**config.mk**
```make
export PLATFORM = sky130hd
export DESIGN_NAME = commit_store_buffer
export DESIGN_NICKNAME = d
export VERILOG_FILES = /design/src/rtl/commit_store_buffer.sv
export SDC_FILE = /design/constraint.sdc
export NUM_CORES = 1
export LEC_CHECK = 0
export CAP_MARGIN = 20
export CORE_MARGIN = 10
export CORE_UTILIZATION = 45
export DETAILED_ROUTE_END_ITERATION = 10
export PLACE_DENSITY_LB_ADDON = 0.08
export RECOVER_POWER = 25
export SLEW_MARGIN = 40
export SYNTH_ARGS = -nofsm -noshare
export SYNTH_HDL_FRONTEND = slang
export SYNTH_SLANG_ARGS = --single-unit
```
**constraint.sdc**
```tcl
create_clock -name clk -period 9.9 [get_ports clk]
set_input_delay 2.475 -clock clk [delete_from_list [all_inputs] [get_ports clk]]
set_output_delay 2.475 -clock clk [all_outputs]
set_load 0.02 [all_outputs]
```
**src/rtl/commit_store_buffer.sv**
```systemverilog
// commit_store_buffer
//   In-order store buffer behind the ROB store-commit interface. LSU stores
//   enter as speculative entries, are marked committed oldest-first, and
//   committed entries drain to the dcache over a req/addr_ok handshake.
//   A flush discards the speculative entries. A load whose word address
//   aliases any buffered store raises ld_conflict.
// Ports
//   clk, reset                       clock, synchronous active-high reset
//   flush                            pipeline flush
//   enq_valid/enq_ready              store enqueue handshake
//   enq_addr/enq_data/enq_wstrb      store payload
//   commit_store1/2_valid            commit oldest one or two speculative stores
//   ld_check_addr/ld_conflict        load alias check (combinational)
//   dc_req/dc_addr/dc_wdata/dc_wstrb head-entry write request to dcache
//   dc_addr_ok                       dcache accepts the request
//   sb_empty                         no entries held
module commit_store_buffer #(
    parameter int SB_DEPTH = 8,
    parameter int PTR_W    = $clog2(SB_DEPTH)
) (
    input  logic        clk,
    input  logic        reset,
    input  logic        flush,
    input  logic        enq_valid,
    output logic        enq_ready,
    input  logic [31:0] enq_addr,
    input  logic [31:0] enq_data,
    input  logic [3:0]  enq_wstrb,
    input  logic        commit_store1_valid,
    input  logic        commit_store2_valid,
    input  logic [31:0] ld_check_addr,
    output logic        ld_conflict,
    output logic        dc_req,
    output logic [31:0] dc_addr,
    output logic [31:0] dc_wdata,
    output logic [3:0]  dc_wstrb,
    input  logic        dc_addr_ok,
    output logic        sb_empty
);
    localparam int CW = PTR_W + 1;

    typedef enum logic [1:0] {E_FREE, E_SPEC, E_CMT} ent_state_e;

    ent_state_e       st_q [SB_DEPTH];
    ent_state_e       st_d [SB_DEPTH];
    logic [31:0]      addr_q [SB_DEPTH];
    logic [31:0]      data_q [SB_DEPTH];
    logic [3:0]       strb_q [SB_DEPTH];
    logic [PTR_W-1:0] head_q, head_d, cmt_q, cmt_d, tail_q, tail_d;
    logic [CW-1:0]    count_q, count_d, ncmt_q, ncmt_d, nspec;
    logic [1:0]       n_cmt;
    logic             commit2, enq_fire, drain_fire;
    logic             unused_ld_lsb;

    // store2 only counts when store1 is also present
    assign commit2    = commit_store1_valid && commit_store2_valid;
    assign n_cmt      = {1'b0, commit_store1_valid} + {1'b0, commit2};
    assign nspec      = count_q - ncmt_q;

    assign enq_ready  = (count_q != CW'(SB_DEPTH));
    assign sb_empty   = (count_q == '0);
    assign dc_req     = (st_q[head_q] == E_CMT);
    assign dc_addr    = dc_req ? addr_q[head_q] : '0;
    assign dc_wdata   = dc_req ? data_q[head_q] : '0;
    assign dc_wstrb   = dc_req ? strb_q[head_q] : '0;

    assign enq_fire   = enq_valid && enq_ready && !flush;
    assign drain_fire = dc_req && dc_addr_ok;

    assign unused_ld_lsb = ^ld_check_addr[1:0];

    always_comb begin
        ld_conflict = 1'b0;
        for (int i = 0; i < SB_DEPTH; i++) begin
            if (st_q[i] != E_FREE && addr_q[i][31:2] == ld_check_addr[31:2] &&
                strb_q[i] != 4'b0)
                ld_conflict = 1'b1;
        end
    end

    always_comb begin
        st_d    = st_q;
        head_d  = head_q + PTR_W'(drain_fire);
        cmt_d   = cmt_q + PTR_W'(n_cmt);
        ncmt_d  = ncmt_q + CW'(n_cmt) - CW'(drain_fire);
        tail_d  = tail_q;
        count_d = count_q;

        if (drain_fire)
            st_d[head_q] = E_FREE;
        if (commit_store1_valid)
            st_d[cmt_q] = E_CMT;
        if (commit2)
            st_d[cmt_q + PTR_W'(1)] = E_CMT;

        if (flush) begin
            // commits of this cycle are already marked, so only truly
            // speculative stores are dropped; what remains is committed work
            for (int i = 0; i < SB_DEPTH; i++) begin
                if (st_d[i] == E_SPEC)
                    st_d[i] = E_FREE;
            end
            tail_d  = cmt_d;
            count_d = ncmt_d;
        end else begin
            if (enq_fire) begin
                st_d[tail_q] = E_SPEC;
                tail_d       = tail_q + PTR_W'(1);
            end
            count_d = count_q + CW'(enq_fire) - CW'(drain_fire);
        end
    end

    always_ff @(posedge clk) begin
        if (reset) begin
            for (int i = 0; i < SB_DEPTH; i++) begin
                st_q[i]   <= E_FREE;
                addr_q[i] <= '0;
                data_q[i] <= '0;
                strb_q[i] <= '0;
            end
            head_q  <= '0;
            cmt_q   <= '0;
            tail_q  <= '0;
            count_q <= '0;
            ncmt_q  <= '0;
        end else begin
            st_q    <= st_d;
            head_q  <= head_d;
            cmt_q   <= cmt_d;
            tail_q  <= tail_d;
            count_q <= count_d;
            ncmt_q  <= ncmt_d;
            if (enq_fire) begin
                addr_q[tail_q] <= enq_addr;
                data_q[tail_q] <= enq_data;
                strb_q[tail_q] <= enq_wstrb;
            end
        end
    end

    // commit protocol checks: store2 needs store1, and enough SPEC entries must exist
    always_ff @(posedge clk) begin
        if (!reset) begin
            assert (!(commit_store2_valid && !commit_store1_valid));
            assert (!commit_store1_valid || nspec >= CW'(n_cmt));
        end
    end

endmodule

```
==> summary.txt <==
Clock network
  – CTS tree: built
  – Hold-fix buffers, CTS: 0
  – Post-CTS Setup Bufs: 0
  – Clock Sinks: 577
  – Root buffer selected by CTS: clkbuf_16
  – CTS clock-pin slew for the worst setup and hold paths: 0.06 ns
  – Maximum buffer depth of the clock tree: 3
  – Later-pin clock latency in the skew report: 0.64 ns
  – Htree depth: 2
  – Post-CTS sizing: 0
  – Num CTS Buffers: 59

Detailed routing
  – Initial DRC Count: 2112
  – Routed wire per std cell: 30.3 um
  – Via density: 6.08
  – DR pass1 iterations: 5
  – Total Wirelength: 96.5 mm
  – Vias: 19400
  – Final antenna-violating net count: 0
  – DRC Markers: 0

Synth
  – Number of synthesized register bits: 577
  – Post-Synthesis Cells: 2243
  – Net count after synthesis: 2369
  – Synth async-reset ratio: 0%
  – Post-synth EDFFs: 544
  – Mean Syn Cell Area: 12.4 um2
  – Post-Syn Area: 27800 um2
  – Yosys cell types: 66
  – Seq/Total Area, Yosys: 61.1%
  – Synth Warn #: 0
  – Synth Flop Type: edfxtp_1

Outcome
  – Failing checks: capacitance limit, slew limit
  – Status: complete, but fails checks

Power
  – LEAKAGE: 11.3 nW
  – Maximum vdd drop: 130 uV
  – PD cells: 185 nW/um2

Timing
  – Final-report setup violation count: 0
  – Period utilisation layout: 83.4%
  – Worst rel slew slack: -202%
  – Final Hold Fails: 0
  – Slew @ Worst Pin: 4.53 ns
  – Crit path time final: 8.26 ns
  – TNS Setup: 0 ns
  – Final hold slack: 0.518 ns
  – Clock Skew: 0.0179 ns
  – RSZ-0062 raised after global routing: no
  – Slew Viols, Final: 427
  – F_max: 121 MHz

Job
  – Max-cap violations: 15

Floorplanning
  – Die Span Y: 269 um
  – Full die area: 72200 um2
  – Die Width: 269 um
  – Rows: 91
  – Initial core utilization: 45.3%
  – Num ports: 179
  – Core ar.: 61500 um2

Worst setup path
  – CP endpoint kind: output pin
  – Data arrival, critical path: 5.78 ns
  – Flop-to-flop setup slack: 3.86 ns
  – CP cell instances: clkdlybuf4s50_1 > xnor2_1 > o21ai_0 > nor4_1 > nand4_1 > and4_1 > nand4_1 > clkdlybuf4s50_1
  – Max stage delay on crit path: 0.68 ns
  – CP delay by family, top: buffers and inverters
  – Buf+Inv Stages, Crit Path: 2
  – Crit path max-delay cell type: clkdlybuf4s50_1
  – Crit path max fanout: 8
  – CP Class: in2out
  – Data required, critical path: 7.43 ns
  – Critical Path Source Type: primary input

GRT
  – Initial antenna violation count: 8
  – Gr ovfl total: 0
  – Vias in the first global route: 19200
  – Total track usage: 26.3%
  – Largest net degree at the start of global routing: 70
  – First-pass GRT wire length: 138 mm

Place
  – Gp weighted congestion: 1.01
  – Dpl hpwl: 58.4 mm
  – Placed cell areas: 30300 um2
  – Inst Count DP: 3082
  – Port Buffers: 176

Finish
  – Layout filler cell count: 5389
  – N_diodes: 0
  – Final nets: 2479
  – Final non-filler cell total: 3189
  – Finished Core Util: 52.0%
  – Fin area: 31900 um2
  – Area Overhead vs Synth: 14.8%
  – Layout cells sized above 1: 5.13%

Worst hold path
  – Min-Delay Path Class: reg2reg
-- cells in the final DEF, fill, tap and decap left out, drive strengths merged, types with 3 or more instances in the layout --
cell,instances
xnor2,163
nand2b,4
clkinvlp,3
a211oi,3
xor2,86
nor2b,9
nor3,6
o21ai,13
bufinv,6
fa,3
dlygate4sd3,5
o31ai,12
nand4,48
mux2,3
dfxtp,33
nand2,17
and2,544
buf,24
clkbuf,87
a31oi,15
edfxtp,544
or4,68
nor4,43
nor2,94
o22ai,273
a21oi,17
nand3,4
ha,16
clkdlybuf4s50,171
a21o,3
mux2i,3
clkinv,26
inv,25
-- through the flow --
| stage | total power, mW | setup slack (ns) |
|---|---|---|
| after global routing | 6.07 | 1.39 |
| after CTS | 5.93 | 1.65 |
| after floorplan | 3.36 | 1.26 |
| after global placement | 3.71 | 1.70 |
| final | 5.90 | 1.64 |
| after detailed placement | 3.72 | 1.66 |
-- cells by family (layout without fill, tap and decap cells) --
logic type / after synthesis / in the layout / synth area share, %
and+or+nand+nor: 854 / 854 / 18.9
DFF: 577 / 577 / 61.1
AOI/OAI and AO/OA: 347 / 347 / 7.90
xor gates and xnor gates: 249 / 249 / 7.84
buffers and inverters: 191 / 347 / 3.16
adders and majority gates: 19 / 19 / 0.935
muxes: 6 / 6 / 0.229
-- worst reg2reg max path: stages, from the launching register on --
cell,delay [ns]
dfxtp_1,0.64
nor2b_1,0.38
nand2_1,0.56
o221ai_2,0.34
nand4_1,1.03
clkbuf_1,0.94
nor2_1,0.55
ha_1,0.31
inv_1,0.05
ha_1,0.16
inv_1,0.07
fa_1,0.43
xor2_1,0.20
nor2_1,0.06
o21a_1,0.19
-- state kept, by name (all words and copies together), names as in the netlist --
signal	flops
addr_q	256
cmt_q	3
count_q	4
data_q	256
head_q	3
ncmt_q	4
st_q	16
strb_q	32
tail_q	3
-- path summary, 6_finish.rpt --
path,start,end,depth (start not counted)
setup reg to reg,head_q[1]$_SDFF_PP0_,count_q[2]$_SDFF_PP0_,14
hold / removal,st_q[5]$_SDFF_PP0_,st_q[5]$_SDFF_PP0_,2
hold reg to reg,st_q[5]$_SDFF_PP0_,st_q[5]$_SDFF_PP0_,2
setup / recovery,ld_check_addr[6],ld_conflict,8
-- power by group --
group	internal, mW	leakage, nW	switching, mW
logic	0.281	4.45	0.498
registers	2.81	5.91	0.0746
clock network	1.27	0.921	0.967
total	4.36	11.3	1.54
-- synth_stat cells (all sizes together), types with 3 or more instances --
cell / n / area share [%]
a211oi: 3 / 0.081
o22ai: 273 / 6.1
a21o: 3 / 0.081
nand3: 4 / 0.090
nand4: 48 / 1.1
a21oi: 17 / 0.31
mux2: 3 / 0.12
nand2b: 4 / 0.12
nor2: 94 / 1.3
nor3: 6 / 0.17
nor2b: 9 / 0.20
and2: 544 / 12
xor2: 86 / 2.7
nand2: 17 / 0.28
fa: 3 / 0.22
nor4: 43 / 0.97
o21ai: 13 / 0.23
buf: 72 / 1.5
o31ai: 12 / 0.34
clkbuf: 93 / 1.3
a31oi: 15 / 0.34
dfxtp: 33 / 2.4
mux2i: 3 / 0.11
or4: 68 / 1.8
inv: 24 / 0.32
edfxtp: 544 / 59
ha: 16 / 0.72
xnor2: 163 / 5.1
-- layer usage --
layer	vias up	global-route usage, %	part of all wire [%]
met1	9805	35.3	41
met4	16	8.76	3.2
met3	187	4.37	8.3
met5	-	0	0.094
li1	8447	-	-
met2	936	42.9	48
-- final cells by class --
cell class / count / area [um2] / share of cell area, %
Clock inverter: 34 / 328 / 1.03
Timing Repair Buffer: 214 / 2030 / 6.34
Clock buffer: 73 / 1560 / 4.88
Multi-Input combinational cell: 1475 / 9940 / 31.1
Inverter: 26 / 98.8 / 0.309
Tap cell: 790 / 988 / 3.09
Sequential cell: 577 / 17000 / 53.2
Note: power is estimated with default switching activity, not from simulation.
